--- src/rtl/sram_like_arbiter.sv ---
// Two-to-one SRAM-like request arbiter (instruction fetch vs. data) with an
// in-order owner FIFO that routes each data_ok back to the requester that issued it.
module sram_like_arbiter #(
   parameter int OT_DEPTH = 4
) (
   input  logic        clk,
   input  logic        resetn,

   input  logic        inst_req,
   input  logic        inst_wr,
   input  logic [1:0]  inst_size,
   input  logic [31:0] inst_addr,
   input  logic [31:0] inst_wdata,
   output logic        inst_addr_ok,
   output logic        inst_data_ok,
   output logic [31:0] inst_rdata,

   input  logic        data_req,
   input  logic        data_wr,
   input  logic [1:0]  data_size,
   input  logic [31:0] data_addr,
   input  logic [31:0] data_wdata,
   output logic        data_addr_ok,
   output logic        data_data_ok,
   output logic [31:0] data_rdata,

   output logic        req,
   output logic        wr,
   output logic [1:0]  size,
   output logic [31:0] addr,
   output logic [31:0] wdata,
   input  logic        addr_ok,
   input  logic        data_ok,
   input  logic [31:0] rdata,

   output logic        err
);

   localparam int PTR_W = $clog2(OT_DEPTH);
   localparam int CNT_W = PTR_W + 1;

   typedef enum logic [1:0] {
      IDLE   = 2'd0,
      HOLD_I = 2'd1,
      HOLD_D = 2'd2
   } state_t;

   state_t              state_reg;
   state_t              state_next;
   logic [1:0]          dstreak_reg;
   logic [1:0]          dstreak_next;
   logic [PTR_W-1:0]    wr_ptr_reg;
   logic [PTR_W-1:0]    rd_ptr_reg;
   logic [CNT_W-1:0]    count_reg;
   logic [OT_DEPTH-1:0] owner_reg;
   logic                err_reg;

   logic grant_inst;
   logic grant_data;
   logic grantee_req;
   logic fifo_full;
   logic fifo_empty;
   logic accept;
   logic push;
   logic pop;
   logic head_owner;

   // Grantee selection: a held grant is sticky; in IDLE data wins unless
   // instruction fetch has been passed over three times in a row.
   always_comb begin
      grant_inst = 1'b0;
      grant_data = 1'b0;
      case (state_reg)
         HOLD_I:  grant_inst = 1'b1;
         HOLD_D:  grant_data = 1'b1;
         default: begin
            if (data_req && !(dstreak_reg == 2'd3 && inst_req)) begin
               grant_data = 1'b1;
            end else if (inst_req) begin
               grant_inst = 1'b1;
            end
         end
      endcase
   end

   assign grantee_req = (grant_inst & inst_req) | (grant_data & data_req);
   assign fifo_full   = (count_reg == CNT_W'(OT_DEPTH));
   assign fifo_empty  = (count_reg == '0);

   // Reset gating keeps the master request quiet even while requesters are active.
   assign req    = resetn & grantee_req & ~fifo_full;
   assign wr     = grant_data ? data_wr    : inst_wr;
   assign size   = grant_data ? data_size  : inst_size;
   assign addr   = grant_data ? data_addr  : inst_addr;
   assign wdata  = grant_data ? data_wdata : inst_wdata;
   assign accept = req & addr_ok;

   assign inst_addr_ok = accept & grant_inst;
   assign data_addr_ok = accept & grant_data;

   assign push       = accept;
   assign pop        = data_ok & ~fifo_empty;
   assign head_owner = owner_reg[rd_ptr_reg];

   assign inst_data_ok = pop & ~head_owner;
   assign data_data_ok = pop & head_owner;
   assign inst_rdata   = rdata;
   assign data_rdata   = rdata;
   assign err          = err_reg;

   always_comb begin
      state_next = IDLE;
      if (grantee_req && !accept) begin
         state_next = grant_data ? HOLD_D : HOLD_I;
      end
   end

   always_comb begin
      dstreak_next = dstreak_reg;
      if (accept) begin
         if (grant_data && inst_req) begin
            dstreak_next = (dstreak_reg == 2'd3) ? 2'd3 : dstreak_reg + 2'd1;
         end else begin
            dstreak_next = 2'd0;
         end
      end
   end

   always_ff @(posedge clk or negedge resetn) begin
      if (!resetn) begin
         state_reg   <= IDLE;
         dstreak_reg <= 2'd0;
         err_reg     <= 1'b0;
      end else begin
         state_reg   <= state_next;
         dstreak_reg <= dstreak_next;
         if (data_ok && fifo_empty) begin
            err_reg <= 1'b1;
         end
      end
   end

   always_ff @(posedge clk or negedge resetn) begin
      if (!resetn) begin
         wr_ptr_reg <= '0;
         rd_ptr_reg <= '0;
         count_reg  <= '0;
         owner_reg  <= '0;
      end else begin
         if (push) begin
            owner_reg[wr_ptr_reg] <= grant_data;
            wr_ptr_reg            <= wr_ptr_reg + PTR_W'(1);
         end
         if (pop) begin
            rd_ptr_reg <= rd_ptr_reg + PTR_W'(1);
         end
         case ({push, pop})
            2'b10:   count_reg <= count_reg + CNT_W'(1);
            2'b01:   count_reg <= count_reg - CNT_W'(1);
            default: count_reg <= count_reg;
         endcase
      end
   end

endmodule
--- config.mk ---
export PLATFORM = sky130hd
export DESIGN_NAME = sram_like_arbiter
export DESIGN_NICKNAME = d
export VERILOG_FILES = /design/src/rtl/sram_like_arbiter.sv
export SDC_FILE = /design/constraint.sdc
export NUM_CORES = 1
export LEC_CHECK = 0
export BUFFER_PORTS_ARGS = -buffer_cell sky130_fd_sc_hd__buf_2
export CORE_AREA = 2 2 120 122
export DETAILED_ROUTE_END_ITERATION = 12
export DIE_AREA = 0 0 122 124
export PLACE_DENSITY = 0.49
export SYNTH_ARGS = -nofsm -noshare
export SYNTH_HDL_FRONTEND = slang
export SYNTH_SLANG_ARGS = --single-unit
--- constraint.sdc ---
create_clock -name clk -period 3.5 [get_ports clk]
set_clock_uncertainty 0.1 [all_clocks]
set_input_delay 0.175 -clock clk [delete_from_list [all_inputs] [get_ports clk]]
set_output_delay 0.175 -clock clk [all_outputs]
set_load 0.005 [all_outputs]
==> results.md <==
* **Layout fillers** 1520
* **worst IR drop on VDD** 304 uV
* **worst-case headroom to the max-slew limit** 60.7%
* **starting DRC count in detailed routing** 18
* **number of standard-cell rows in the floorplan** 43
* **Die Span Y** 124 um
* **Avg WL per Cell** 11.9 um
* **number of vias per cell after detailed routing** 3.84
* **post-synth net total** 408
* **post-synthesis register bit count** 16
* **Layout Utilization** 22.2%
* **area growth from synthesis to final layout** 37.9%
* **warning count from the yosys run** 0
* **vias** 2130
* **global router's overall resource usage** 7.50%
* **buffer depth of the longest clock path** 2
* **number of buffers inserted by port buffering** 212
* **Maximum Capacitance Violations** 0
* **final hold violation count** 0
* **number of primary I/O pins** 309
* **RSZ-0062 raised after global routing** false
* **critical path data required time** 3.57 ns
* **net total in the final layout** 556
* **die outline area** 0.0151 mm2
* **H-Tree Depth** 1
* **first-pass GRT wire length** 9.03 mm
* **Highest Clock Rate** 371 MHz
* **aggregate global routing overflow** 0
* **Antenna Nets Post-Route** 0
* **final standard cell count with taps included and fillers excluded** 554
* **Max Fanout on Critical Path** 16
* **number of flip-flops under the largest register name** 4
* **total non-filler cell area in the finished layout** 0.00304 mm2
* **Final setup viols** 0
* **fraction of the cycle the final worst path needs** 77.0%
* **core region area** 0.0137 mm2
* **initial core utilization** 16.1%
* **vias in the first global route** 1952
* **initial antenna violation count** 0
* **post-synthesis instance area** 0.00220 mm2
* **Tmin final** 2.69 ns
* **crit path launch type** flop
* **number of distinct library cell variants in the gate-level netlist after synthesis** 28
* **Static Leakage** 1.57 nW
* **fraction of layout instances using a drive strength above 1** 63.1%
* **max-slew violation total from the final report** 0
* **number of buffers inserted during clock tree synthesis** 3
* **Worst-path clk slew** 0.05 ns
* **critical path capture point type** flop
* **classification of the worst setup path** flop to flop
* **data arrival time of the worst path** 2.76 ns
* **post-place instance area** 0.00295 mm2
* **sequential fraction of the synthesis area** 18.2%
* **pin count of the biggest net entering global routing** 47
* **total setup buffers inserted after CTS** 0
* **final-layout setup total negative slack** 0 ns
* **TritonCTS clock tree** built
* **DRT Wirelength** 6.61 mm
* **result of the run** completed
* **ANT cells** 0
* **Least-Margin Pin Slew** 0.588 ns
* **Skew-Pair Late Insertion Delay** 0.24 ns
* **mean post-synth cell area** 9.66 um2
* **number of sinks handled by clock tree synthesis** 16
* **path type of the worst min-delay path** input port to flop
* **cell count after placement** 550
* **chip width** 122 um
* **DP HPWL** 5.84 mm
* **total iterations of the first detailed-routing run** 3
* **power per cell area** 632 mW/mm2
* **Final Wtd Congestion** 0.721
* **synthesized instance count** 228
* **Root Driver** sky130_fd_sc_hd__clkbuf_16
* **post-detailed-route DRC marker count** 0
-- critical path: stages (launching register included) --
cell and delay, ns:
sky130_fd_sc_hd__dfrtp_1 0.35, sky130_fd_sc_hd__inv_1 0.05, sky130_fd_sc_hd__ha_1 0.36, sky130_fd_sc_hd__o21ai_1 0.34, sky130_fd_sc_hd__a211oi_4 0.10, sky130_fd_sc_hd__buf_4 0.22
sky130_fd_sc_hd__inv_2 0.09, sky130_fd_sc_hd__ha_1 0.18, sky130_fd_sc_hd__inv_1 0.06, sky130_fd_sc_hd__fa_1 0.37, sky130_fd_sc_hd__xor2_1 0.15, sky130_fd_sc_hd__nor2_1 0.11
sky130_fd_sc_hd__xor2_1 0.14
-- final timing paths --
| kind | endpoint | from | slack (ns) | cells after the start |
|---|---|---|---|---|
| worst max-delay path | count_reg[2] | state_reg[0] | 0.81 | 12 |
| worst min-delay path | err | data_ok | 0.05 | 2 |
| worst max register to register | count_reg[2] | state_reg[0] | 0.81 | 12 |
| worst min register to register | err | err | 0.37 | 1 |
| max in group asynchronous | count_reg[2] | resetn | 2.73 | 2 |
| min in group asynchronous | wr_ptr_reg[1] | resetn | 0.29 | 2 |
-- synthesized netlist by cell type (all sizes together) --
master,n,share of area (%)
buf,73,26
mux2,67,34
dfrtp,16,18
inv,9,1.5
nand2,8,1.4
a21oi,7,1.6
ha,7,4.0
a31oi,6,1.7
nor2,6,1.0
o21ai,5,1.1
nor2b,4,1.1
xnor2,4,1.6
nor3,3,0.68
and2,2,0.57
nand2b,2,0.57
xor2,2,0.80
a211oi,1,0.91
a21o,1,0.34
and3b,1,0.40
fa,1,0.91
mux4,1,1.0
nor3b,1,0.34
o31ai,1,0.34
-- logic make-up (layout without fill, tap and decap cells) --
group | count (synthesis) | after routing | synth area share (%)
AOI/OAI and AO/OA | 21 | 21 | 6.02
xor gates and xnor gates | 6 | 6 | 2.38
adders and majority gates | 8 | 8 | 4.88
buffers and inverters | 82 | 228 | 27.2
DFF | 16 | 16 | 18.2
muxes | 68 | 68 | 35.3
and+or+nand+nor | 27 | 27 | 6.08
-- power breakdown --
part / leakage [nW] / internal [W] / switching [W]
combinational: 1.34 / 0.000716 / 0.000646
clock: 0.0370 / 0.000149 / 0.0000643
sequential: 0.191 / 0.000274 / 0.0000706
-- layout by cell type, fill, tap and decap left out, types with 4 or more instances in the layout --
cell type and instances:
sky130_fd_sc_hd__buf_2 212, sky130_fd_sc_hd__mux2_1 53, sky130_fd_sc_hd__dfrtp_1 16, sky130_fd_sc_hd__mux2_2 14, sky130_fd_sc_hd__inv_1 8, sky130_fd_sc_hd__nand2_1 8, sky130_fd_sc_hd__a21oi_1 7, sky130_fd_sc_hd__ha_1 7
sky130_fd_sc_hd__a31oi_1 6, sky130_fd_sc_hd__nor2_1 5, sky130_fd_sc_hd__nor2b_1 4, sky130_fd_sc_hd__xnor2_1 4
-- metal layers --
metal | global-route usage (%) | wire length [um] | vias to the layer above
met5 | 0 | 0 | -
met1 | 8.02 | 2260 | 929
met3 | 3.02 | 979 | 10
met2 | 13.8 | 3280 | 187
met4 | 1.80 | 86 | 0
li1 | - | - | 1004
-- layout make-up --
type | instances | area [um2] | area share, %
Multi-Input combinational cell | 130 | 1210 | 39.9
Timing Repair Buffer | 216 | 1090 | 36.0
Sequential cell | 16 | 400 | 13.2
Tap cell | 180 | 225 | 7.41
Clock buffer | 3 | 75.1 | 2.47
Inverter | 9 | 33.8 | 1.11
-- what timing repair did --
| item | 4_1_cts | 5_1_grt |
|---|---|---|
| hold buffers | 1 | 0 |
| endpoints found under the hold margin | 16 | 0 |
| gates resized for setup | 0 | 0 |
-- stage by stage --
stage / setup WS, ns / total power (W) / hold WS, ns
after floorplan: 1.12 / 0.00134 / -0.221
after detailed placement: 0.784 / 0.00173 / 0.0202
after global routing: 0.663 / 0.00210 / 0.0737
after global placement: 0.893 / 0.00170 / 0.0196
after CTS: 0.789 / 0.00196 / 0.0509
final: 0.807 / 0.00192 / 0.0515
Power figures use the tool's default switching activity.
